==> src/rtl/mem_access_unit.sv <==
// Memory-stage load/store unit: turns a latched EXE/MEM instruction into a
// req/ack data-memory transaction and returns a registered result toward MEM/WB.
module mem_access_unit (
  input  logic        clk,
  input  logic        rst_n,
  input  logic        in_valid,
  input  logic        in_load,
  input  logic        in_store,
  input  logic [1:0]  in_size,
  input  logic        in_unsigned,
  input  logic [31:0] in_addr,
  input  logic [31:0] in_wdata,
  input  logic [31:0] in_pass,
  input  logic        flush,
  output logic        stall,
  output logic        mem_req,
  output logic        mem_we,
  output logic [31:0] mem_addr,
  output logic [3:0]  mem_be,
  output logic [31:0] mem_wdata,
  input  logic [31:0] mem_rdata,
  input  logic        mem_ack,
  output logic        out_valid,
  output logic [31:0] out_data,
  output logic        out_exc
);

  typedef enum logic [0:0] {IDLE = 1'b0, WAIT = 1'b1} state_e;

  function automatic logic is_misaligned(input logic [1:0] size, input logic [1:0] lo);
    logic r;
    case (size)
      2'b00:   r = 1'b0;
      2'b01:   r = lo[0];
      default: r = (lo != 2'b00);
    endcase
    return r;
  endfunction

  function automatic logic [3:0] lane_enable(input logic [1:0] size, input logic [1:0] lo);
    logic [3:0] r;
    case (size)
      2'b00:   r = 4'b0001 << lo;
      2'b01:   r = lo[1] ? 4'b1100 : 4'b0011;
      default: r = 4'b1111;
    endcase
    return r;
  endfunction

  function automatic logic [31:0] lane_data(input logic [1:0] size, input logic [31:0] d);
    logic [31:0] r;
    case (size)
      2'b00:   r = {4{d[7:0]}};
      2'b01:   r = {2{d[15:0]}};
      default: r = d;
    endcase
    return r;
  endfunction

  function automatic logic [31:0] extract(input logic [1:0] size, input logic [1:0] lo,
                                          input logic uns, input logic [31:0] rd);
    logic [7:0]  b;
    logic [15:0] h;
    logic [31:0] r;
    case (lo)
      2'b00:   b = rd[7:0];
      2'b01:   b = rd[15:8];
      2'b10:   b = rd[23:16];
      default: b = rd[31:24];
    endcase
    h = lo[1] ? rd[31:16] : rd[15:0];
    case (size)
      2'b00:   r = uns ? {24'h000000, b} : {{24{b[7]}}, b};
      2'b01:   r = uns ? {16'h0000, h} : {{16{h[15]}}, h};
      default: r = rd;
    endcase
    return r;
  endfunction

  state_e      state_q, state_d;
  logic        req_q, req_d, we_q, we_d;
  logic [31:0] addr_q, addr_d, wdata_q, wdata_d, pass_q, pass_d;
  logic [3:0]  be_q, be_d;
  logic [1:0]  size_q, size_d, lo_q, lo_d;
  logic        uns_q, uns_d, load_q, load_d, kill_q, kill_d;
  logic        out_valid_q, out_valid_d, out_exc_q, out_exc_d;
  logic [31:0] out_data_q, out_data_d;
  logic        mem_op_s, mis_s, stall_s;

  always_comb begin
    mem_op_s    = in_valid & (in_load | in_store) & ~flush;
    mis_s       = is_misaligned(in_size, in_addr[1:0]);
    stall_s     = 1'b0;
    state_d     = state_q;
    req_d       = req_q;
    we_d        = we_q;
    addr_d      = addr_q;
    be_d        = be_q;
    wdata_d     = wdata_q;
    size_d      = size_q;
    lo_d        = lo_q;
    uns_d       = uns_q;
    load_d      = load_q;
    pass_d      = pass_q;
    kill_d      = kill_q;
    out_valid_d = 1'b0;
    out_exc_d   = 1'b0;
    out_data_d  = out_data_q;
    case (state_q)
      IDLE: begin
        kill_d = 1'b0;
        if (mem_op_s && !mis_s) begin
          stall_s = 1'b1;
          state_d = WAIT;
          req_d   = 1'b1;
          we_d    = in_store;
          addr_d  = {in_addr[31:2], 2'b00};
          be_d    = lane_enable(in_size, in_addr[1:0]);
          wdata_d = lane_data(in_size, in_wdata);
          size_d  = in_size;
          lo_d    = in_addr[1:0];
          uns_d   = in_unsigned;
          load_d  = in_load;
          pass_d  = in_pass;
        end else if (mem_op_s) begin
          out_valid_d = 1'b1;
          out_exc_d   = 1'b1;
          out_data_d  = in_addr;
        end else if (in_valid && !flush) begin
          out_valid_d = 1'b1;
          out_data_d  = in_pass;
        end else begin
          out_valid_d = 1'b0;
        end
      end
      WAIT: begin
        stall_s = ~mem_ack;
        // A flush seen in any WAIT cycle only suppresses the result; the bus access still finishes.
        if (mem_ack) begin
          state_d     = IDLE;
          req_d       = 1'b0;
          we_d        = 1'b0;
          out_valid_d = ~(kill_q | flush);
          out_data_d  = load_q ? extract(size_q, lo_q, uns_q, mem_rdata) : pass_q;
        end else begin
          kill_d = kill_q | flush;
        end
      end
      default: begin
        state_d = IDLE;
        req_d   = 1'b0;
        we_d    = 1'b0;
      end
    endcase
  end

  always_ff @(posedge clk or negedge rst_n) begin
    if (!rst_n) begin
      state_q     <= IDLE;
      req_q       <= 1'b0;
      we_q        <= 1'b0;
      addr_q      <= 32'h0000_0000;
      be_q        <= 4'b0000;
      wdata_q     <= 32'h0000_0000;
      size_q      <= 2'b00;
      lo_q        <= 2'b00;
      uns_q       <= 1'b0;
      load_q      <= 1'b0;
      pass_q      <= 32'h0000_0000;
      kill_q      <= 1'b0;
      out_valid_q <= 1'b0;
      out_exc_q   <= 1'b0;
      out_data_q  <= 32'h0000_0000;
    end else begin
      state_q     <= state_d;
      req_q       <= req_d;
      we_q        <= we_d;
      addr_q      <= addr_d;
      be_q        <= be_d;
      wdata_q     <= wdata_d;
      size_q      <= size_d;
      lo_q        <= lo_d;
      uns_q       <= uns_d;
      load_q      <= load_d;
      pass_q      <= pass_d;
      kill_q      <= kill_d;
      out_valid_q <= out_valid_d;
      out_exc_q   <= out_exc_d;
      out_data_q  <= out_data_d;
    end
  end

  // Stall must read low while reset is held, whatever the upstream inputs show.
  assign stall     = stall_s & rst_n;
  assign mem_req   = req_q;
  assign mem_we    = we_q;
  assign mem_addr  = addr_q;
  assign mem_be    = be_q;
  assign mem_wdata = wdata_q;
  assign out_valid = out_valid_q;
  assign out_data  = out_data_q;
  assign out_exc   = out_exc_q;

endmodule
==> config.mk <==
export PLATFORM = sky130hd
export DESIGN_NAME = mem_access_unit
export DESIGN_NICKNAME = d
export VERILOG_FILES = /design/src/rtl/mem_access_unit.sv
export SDC_FILE = /design/constraint.sdc
export NUM_CORES = 1
export LEC_CHECK = 0
export ABC_AREA = 1
export BUFFER_PORTS_ARGS = -buffer_cell sky130_fd_sc_hd__clkbuf_2
export CORE_UTILIZATION = 55
export CTS_CLUSTER_SIZE = 20
export DETAILED_ROUTE_END_ITERATION = 10
export GPL_ROUTABILITY_DRIVEN = 0
export PLACE_DENSITY = 0.86
export SYNTH_ARGS = -nofsm -noshare
export SYNTH_HDL_FRONTEND = slang
export SYNTH_SLANG_ARGS = --single-unit
export TNS_END_PERCENT = 30
==> constraint.sdc <==
create_clock -name clk -period 4.1 [get_ports clk]
set_input_delay 1.23 -clock clk [delete_from_list [all_inputs] [get_ports clk]]
set_output_delay 1.23 -clock clk [all_outputs]
set_load 0.02 [all_outputs]
==> run metrics <==
run status=complete, no violations; Top-Level Pins=243; DPL Wire Length=15.03 mm; Hold Vio Cnt, Final=0; Leak=0.004955 uW; post-CTS setup buffer count=0; Primary FF master, synth=dfrtp_1; min Tclk post-route=3710 ps; DR pass1 iterations=5; M1 wire length=8.984 mm; setup TNS=0 ps; CTS max path bufs=2; clk root buf=clkbuf_16; TritonCTS Sinks=142; Crit Path Class=input port to output port; final cycle utilization of the critical path=90.49%; reg2reg end=out_data[8]; number of enable flip-flop cells after synthesis=0; hold wc startpoint=kill_q; Clock Latency Late Sink=430 ps; Hold Path End=out_valid; fin. max-slew vios=0; final setup margin=389.9 ps; H-tree depth=4; Slew headroom=28.88%; share of layout cells above drive strength 1=23.96%; Arr. time, crit path=2480 ps; All-Layer GR Usage=33.05%; Syn Area/Cell=7.197 um^2; dpl ws=412.2 ps; Vias/cell=5.423; hold depth=1; Synthesis Warnings=0; area of the mapped netlist=7413 um^2; Final setup violation count=0; wire per inst=15.64 um; Die H=118.1 um; Routed WL=22.27 mm; port bufs=240; Area growth syn-to-layout=23.54%; post-synth top area share=47.93%; Reg clk slew, reported paths=60 ps; total grt overflow=0; HP Class=register to register; vias in the first global route=7250; met2 wire length=10.83 mm; post_cts resized=0; Max Clock Freq=0.2695 GHz; Distinct cells, synth=32; fin nets=1373; chip width=118.1 um; via count=7722; post-synthesis sequential area ratio=47.93%; overall power consumption=5289 uW; power per cell area=577.5 nW/um^2; Max VDD drop=0.3880 mV; initial antenna violation count=0; CTS tree=done; TritonCTS buffer count=17; routed wl met3=1.866 mm; RSZ-0062 raised after global routing=false; worst slew pin tran=1067 ps; Setup crit end kind=output port; highest routed metal layer=met4; Fill cells=1119; largest net degree at the start of global routing=81; final core utilization=69.44%; die area=13950 um^2; first-pass GRT wire length=36.19 mm; Synth area leaders=dfrtp_1, nand2_1, nor2_1; Cells after Synth=1030; FF-to-FF path depth=8; antenna-violating nets left=0; DR DRC count=0; R2R Setup Slk=1450 ps; crit path max fanout=28; worst clock skew=6.191 ps; core box area=13190 um^2; row count=42; Fin Hold WS=468.5 ps; # diodes=0; Iter 0 DRT Violations=888; ys async rst share=100.0%; Critical Path Source Type=input port; MaxCap Viol Count=0; hold_buf cts=0; Worst EP required=2870 ps; R2R Path Start=state_q; flops & latches, synth=142; area leader, netlist=dfrtp_1; Initial Util=56.20%
per-layer routing:
metal / track usage, % / vias up
met4: 12.50 / 0
met5: 0 / -
li1: - / 3664
met3: 7.171 / 49
met2: 53.68 / 421
met1: 43.36 / 3588
kinds of logic after synthesis:
logic type | Yosys count | share of synthesized area [%]
buffers and inverters | 110 | 7.426
other | 1 | 0.05058
AOI/OAI and AO/OA | 180 | 12.69
and+or+nand+nor | 597 | 31.90
DFF | 142 | 47.93
how the worst max path moves through the flow:
| stage | start | endpoint | slack (ps) | depth (start not counted) |
|---|---|---|---|---|
| 3_3_place_gp | in_size[1] | stall | 440 | 7 |
| 2_1_floorplan | in_size[1] | stall | 400 | 8 |
| 4_1_cts | in_size[1] | stall | 410 | 7 |
| 3_5_place_dp | in_size[1] | stall | 410 | 7 |
| 6_report | in_size[1] | stall | 390 | 7 |
| 5_1_grt | in_size[1] | stall | 300 | 7 |
area by class of cell:
| type | count | area, um^2 | share of cell area, % |
|---|---|---|---|
| multi-input combinational | 779 | 3313 | 36.17 |
| timing repair buffer | 250 | 1282 | 14.00 |
| inverter | 45 | 175.2 | 1.913 |
| clock inverter | 13 | 161.4 | 1.762 |
| tap | 176 | 220.2 | 2.404 |
| sequential | 142 | 3553 | 38.80 |
| clock buffer | 19 | 452.9 | 4.945 |
through the flow:
stage	instance area [um^2]	std cells
finish	9159	1424
global placement	8544	1392
floorplan	7417	1031
global route	9159	1424
detailed placement	8544	1392
CTS	9159	1424
worst max-delay path, cell delays in order:
cell	delay (ps)
clkbuf_2	270
inv_6	270
nand2_4	120
nand2_4	120
nand3_4	70
a21boi_0	180
clkbuf_2	210
cells in the mapped netlist, types with 4 or more instances:
cell,instances
buf_6,10
nand2_1,352
a22oi_1,6
clkbuf_1,26
dfrtp_1,142
nand3_1,42
inv_2,4
buf_2,21
buf_4,8
o21ai_0,83
inv_1,39
a21oi_1,77
nor2_1,192
cell usage in the layout (no fill, tap or decap), drive strengths merged:
master / synthesis / final
or2: 1 / 1
clkinv: 1 / 5
buf: 39 / 11
a21boi: 1 / 1
nand2: 355 / 355
o211ai: 3 / 3
conb: 1 / 2
o22ai: 1 / 1
nor3: 1 / 1
inv: 44 / 46
clkbuf: 26 / 258
bufinv: 0 / 3
clkinvlp: 0 / 4
nor2: 193 / 193
dfrtp: 142 / 142
o31ai: 1 / 1
o21a: 2 / 2
and2: 1 / 1
o21ai: 86 / 86
a21oi: 78 / 78
nand3: 46 / 46
a22oi: 6 / 6
a31oi: 2 / 2
sequential cells by signal, summed over array words and instances (netlist names):
signal     cells
out_data      32
out_exc        1
load_q         1
lo_q           2
size_q         2
pass_q        32
out_valid      1
kill_q         1
state_q        1
mem_req        1
uns_q          1
mem_addr      30
mem_we         1
mem_be         4
mem_wdata     32
where the power goes:
part,switching (uW),internal (uW)
logic,1110,557
clock network,619,990
registers,255,1760
total,1990,3300
No activity file was read; power rests on OpenSTA's default activity.
